`config.mk`:
```
export PLATFORM = sky130hd
export DESIGN_NAME = jtdsp16_loader
export DESIGN_NICKNAME = d
export VERILOG_FILES = /design/src/rtl/jtdsp16_loader.sv
export SDC_FILE = /design/constraint.sdc
export NUM_CORES = 1
export LEC_CHECK = 0
export CAP_MARGIN = 25
export CORE_MARGIN = 2
export CORE_UTILIZATION = 51
export CTS_CLUSTER_SIZE = 28
export DETAILED_ROUTE_END_ITERATION = 7
export HOLD_SLACK_MARGIN = 0.1
export PLACE_DENSITY_LB_ADDON = 0.3
export SLEW_MARGIN = 20
export SYNTH_ARGS = -nofsm -noshare
export SYNTH_HDL_FRONTEND = slang
export SYNTH_SLANG_ARGS = --single-unit
```
`constraint.sdc`:
```
create_clock -name clk -period 4.2 [get_ports clk]
set_input_delay 0.42 -clock clk [delete_from_list [all_inputs] [get_ports clk]]
set_output_delay 0.42 -clock clk [all_outputs]
set_load 0.02 [all_outputs]
```
`src/rtl/jtdsp16_loader.sv`:
```
// jtdsp16_loader: boot sequencer that streams the program ROM into jtdsp16, then releases its reset
`timescale 1ns/1ps
module jtdsp16_loader #(
  parameter int ROM_BYTES = 8192,
  parameter int RST_HOLD  = 4
) (
  input  logic        rst,
  input  logic        clk,
  input  logic        clk_en,
  input  logic        start,
  input  logic        halt,
  output logic [12:0] mem_addr,
  output logic        mem_req,
  input  logic        mem_ok,
  input  logic [7:0]  mem_data,
  output logic [12:0] prog_addr,
  output logic [7:0]  prog_data,
  output logic        prog_we,
  output logic        dsp_rst,
  output logic        dsp_cen,
  output logic        busy,
  output logic        done
);
  typedef enum logic [2:0] {IDLE, REQ, WRITE, HOLD, RUN} state_t;
  localparam logic [12:0] LAST  = 13'(ROM_BYTES - 1);
  localparam logic [3:0]  HLAST = 4'(RST_HOLD - 1);
  state_t state, state_n;
  logic [12:0] cnt, cnt_n, addr_n, paddr_n;
  logic [7:0] pdata_n;
  logic [3:0] hcnt, hcnt_n;
  logic req_n, we_q;
  always_comb begin
    state_n = state;
    cnt_n   = cnt;
    hcnt_n  = hcnt;
    addr_n  = mem_addr;
    req_n   = mem_req;
    paddr_n = prog_addr;
    pdata_n = prog_data;
    case (state)
      IDLE, RUN: if (start) begin
        state_n = REQ;
        cnt_n   = '0;
        addr_n  = '0;
        req_n   = 1'b1;
      end
      REQ: if (mem_ok) begin
        state_n = WRITE;
        pdata_n = mem_data;
        paddr_n = cnt;
        req_n   = 1'b0;
      end
      WRITE: if (cnt == LAST) begin
        state_n = HOLD;
        hcnt_n  = '0;
      end else begin
        state_n = REQ;
        cnt_n   = cnt + 13'd1;
        addr_n  = cnt + 13'd1;
        req_n   = 1'b1;
      end
      HOLD: if (clk_en) begin
        state_n = hcnt == HLAST ? RUN : HOLD;
        hcnt_n  = hcnt + 4'd1;
      end
      default: state_n = IDLE;
    endcase
  end
  // status outputs are registered from the next state so they line up with it
  always_ff @(posedge clk) begin
    if (rst) begin
      state     <= IDLE;
      cnt       <= '0;
      hcnt      <= '0;
      mem_addr  <= '0;
      mem_req   <= 1'b0;
      prog_addr <= '0;
      prog_data <= '0;
      we_q      <= 1'b0;
      dsp_rst   <= 1'b1;
      busy      <= 1'b0;
      done      <= 1'b0;
    end else begin
      state     <= state_n;
      cnt       <= cnt_n;
      hcnt      <= hcnt_n;
      mem_addr  <= addr_n;
      mem_req   <= req_n;
      prog_addr <= paddr_n;
      prog_data <= pdata_n;
      we_q      <= state_n == WRITE;
      dsp_rst   <= state_n != RUN;
      busy      <= state_n == REQ || state_n == WRITE || state_n == HOLD;
      done      <= state_n == RUN;
    end
  end
  assign prog_we = we_q & ~rst;
  assign dsp_cen = clk_en & (state == RUN) & ~halt;
endmodule

```
==> flow_summary_export.csv <==
group,metric,value,unit
outcome,status,"finished, final reports clean",
global_routing,antenna_violations_before_repair,0,
global_routing,grt_usage,0.2279,
worst_setup_path,worstPathMaxFanout,38,
worst_setup_path,worstSetupPathType,"in2out",
logic_synthesis,syn-mean-instance-area,8.673,um^2
timing,fin_worst_hold_slack,0.4573,ns
detailed_routing,wirelength,4.720,mm
detailed_routing,drc_marker_count_from_the_first_detailed_route_iteration,231,
final_layout,utilization,0.7082,
timing,slew_hr,0.4224,
floorplanning,core_area,3744,um^2
logic_synthesis,synth.largest_area_cell,"dfxtp_1",
logic_synthesis,yosysSeqAreaShare,0.4518,
timing,fin_tns_setup,0,ns
run,maxCapViolCount,0,
final_layout,area.growth.synth_to_final,30.08,%
clock_tree,htreeDepth,2,
timing,worst_clock_skew,0.005995,ns
logic_synthesis,cell_area_synth,2038,um^2
logic_synthesis,synth_fp_nets,251,
logic_synthesis,synth_enable_flop_cells,0,
floorplanning,row_cnt,22,
logic_synthesis,synth-seq-cells,46,
clock_tree,clock-sinks,46,
detailed_routing,via_count,1880,
clock_tree,post_cts_buffers,0,
clock_tree,clockRootBuffer,"clkbuf_8",
placed_design,placed_cells_incl_taps,323,
floorplanning,floorplan.die_area,4518,um^2
logic_synthesis,synthCells,235,
worst_setup_path,critPathRequiredTime,3.78,ns
logic_synthesis,synth_top_cells_by_count,"nand2_1, dfxtp_1, a21oi_1",
timing,layout_worst_path_cycle_share,0.5390,
logic_synthesis,area_share_of_the_largest_cell_type_after_synthesis,0.4518,
worst_setup_path,worst_r2r_startpoint,"state[0]$_SDFF_PP0_",
power_and_ir_drop,cellPowerDensity,307.1,nW/um^2
floorplanning,height_of_the_die,67.22,um
placed_design,hpwlAfterDp,3.343,mm
clock_tree,post_cts_resize_count,0,
final_layout,design.final.nets,298,
detailed_routing,detailedRoute.firstPassIterationCount,4,
power_and_ir_drop,switchingPower,0.2019,mW
timing,hold_viol,0,
placed_design,port-buffer-count,53,
power_and_ir_drop,power.share.clock,0.344,
logic_synthesis,yosysMostFrequentCell,"nand2_1",
timing,report.final.setup_viol,0,
detailed_routing,route.detailed.drc,0,
logic_synthesis,postSynth.asyncResetShare,0,
global_routing,vias_in_the_first_global_route,1685,
timing,grt_setup_unrepaired,"no",
clock_tree,cts.hold.buffers_added,0,
clock_tree,cts_made_buffers,5,
global_routing,grt-ovfl-total,0,
global_routing,pin_count_of_the_biggest_net_entering_global_routing,39,
power_and_ir_drop,power.switching_fraction,0.2479,
detailed_routing,route.detailed.vias_per_inst,5.680,
clock_tree,worst_skew_pair.late_latency,0.30,ns
timing,period_minus_slack,2.264,ns
logic_synthesis,synth-warning-count,0,
logic_synthesis,synth-main-ff-cell,"dfxtp_1",
detailed_routing,antenna_violating_nets_post_route,0,
logic_synthesis,netlist_top_cells_area,"dfxtp_1, nand2_1, a21oi_1",
power_and_ir_drop,p_comb_frac,0.099,
final_layout,finish.cell_count_without_fillers,331,
power_and_ir_drop,power.internal,0.6123,mW
hold_path,hp-class,"reg2reg",
timing,fmax,441.8,MHz
power_and_ir_drop,vdd_drop_max,0.0002034,V
floorplanning,initial_core_util,0.5445,
final_layout,drive_gt1_frac,0.06007,
worst_setup_path,critPathArrivalTime,1.84,ns
global_routing,global_route_wire_length_before_repair,7.810,mm
final_layout,antennaDiodeCount,0,
worst_setup_path,cp-start-kind,"input pin",
worst_setup_path,worstSetupStartpoint,"rst",
clock_tree,max-clock-path-buffers,2,
worst_setup_path,critPathCaptureType,"output port",
detailed_routing,wl_per_cell,14.26,um
floorplanning,die_width,67.22,um
placed_design,globalplace.congestion,0.8607,
timing,slew_violations,0,
clock_tree,worst_setup_hold_path_clk_slew,0.08,ns
hold_path,hold_sp,"prog_addr[11]$_SDFFE_PP0P_",
clock_tree,tritoncts,"built",
power_and_ir_drop,pwr-share-seq,0.557,
timing,worstMarginPinSlew,0.8615,ns
power_and_ir_drop,leakage,0.8713,nW
floorplanning,top_level_ports,54,
logic_synthesis,synth_cell_type_count,52,
-- layer usage --
layer	GRT usage	part of all wire
met1	0.2935	0.45
met2	0.3738	0.49
met3	0.06333	0.046
met4	0.06633	0.016
met5	0	0
-- power by group through the flow --
| stage | sequential [mW] | clock [mW] | combinational [mW] |
|---|---|---|---|
| 6_report | 0.453 | 0.280 | 0.0804 |
| 5_1_grt | 0.455 | 0.308 | 0.0886 |
| 4_1_cts | 0.453 | 0.283 | 0.0814 |
| 3_5_place_dp | 0.464 | 0 | 0.0810 |
| 3_3_place_gp | 0.463 | 0 | 0.0792 |
| 2_1_floorplan | 0.467 | 0 | 0.0456 |
-- flip-flops by register name (all words and copies together), names as in the netlist, 3 cells and up --
signal,count
cnt,13
hcnt,4
state,3
prog_addr,13
prog_data,8
-- stage by stage --
step                worst slack, ns  power [mW]  area, um^2
finish                        1.936      0.8141        2651
global route                  1.859      0.8514        2651
CTS                           1.918      0.8181        2651
detailed placement            1.847      0.5445        2556
global placement              1.919      0.5422        2556
floorplan                     2.459      0.5123        2038
-- logic make-up (layout without fill, tap and decap cells) --
group / Yosys count / after routing / share of synthesized area
XOR/XNOR: 1 / 1 / 0.004298
multiplexers: 3 / 3 / 0.01596
AND/OR/NAND/NOR: 110 / 110 / 0.3020
flip-flops: 46 / 46 / 0.4518
adder cells (fa/ha/maj): 2 / 2 / 0.01228
buffers and inverters: 17 / 65 / 0.04481
AO/OA/AOI/OAI: 56 / 56 / 0.1688
-- critical path, stage by stage --
cell	delay, ns
clkdlybuf4s50_1	0.45
buf_4	0.33
nor2b_1	0.09
clkdlybuf4s50_1	0.55
-- final timing paths --
check | to | slack [ns] | cells past startpoint
worst max-delay path | prog_we | 1.94 | 4
worst min-delay path | prog_addr[11]$_SDFFE_PP0P_ | 0.46 | 2
worst max register to register | we_q$_SDFF_PP0_ | 2.14 | 4
worst min register to register | prog_addr[11]$_SDFFE_PP0P_ | 0.46 | 2
-- final cells by class --
class | instances | area (um^2)
Clock buffer | 6 | 82.58
Clock inverter | 2 | 12.51
Fill cell | 345 | 1092
Inverter | 3 | 11.26
Multi-Input combinational cell | 172 | 1026
Sequential cell | 46 | 920.9
Tap cell | 48 | 60.06
Timing Repair Buffer | 54 | 538.0
-- layout by cell type (no fill, tap or decap), types with 2 or more instances in the layout --
cell | Yosys | final
clkdlybuf4s50_1 | 0 | 53
nand2_1 | 50 | 50
dfxtp_1 | 46 | 46
a21oi_1 | 34 | 34
nand3_1 | 9 | 9
nor2_1 | 6 | 6
nand4_1 | 6 | 6
o31ai_1 | 6 | 6
or4_1 | 6 | 6
clkbuf_8 | 0 | 6
or3_1 | 4 | 4
nor2b_1 | 3 | 3
inv_1 | 3 | 3
nand2b_1 | 3 | 3
and4_1 | 3 | 3
and4b_1 | 2 | 2
o311ai_1 | 2 | 2
o41ai_1 | 2 | 2
nor3_1 | 2 | 2
mux2_2 | 2 | 2
o21ai_0 | 2 | 2
and2_1 | 2 | 2
ha_1 | 2 | 2
Power figures use the tool's default switching activity.
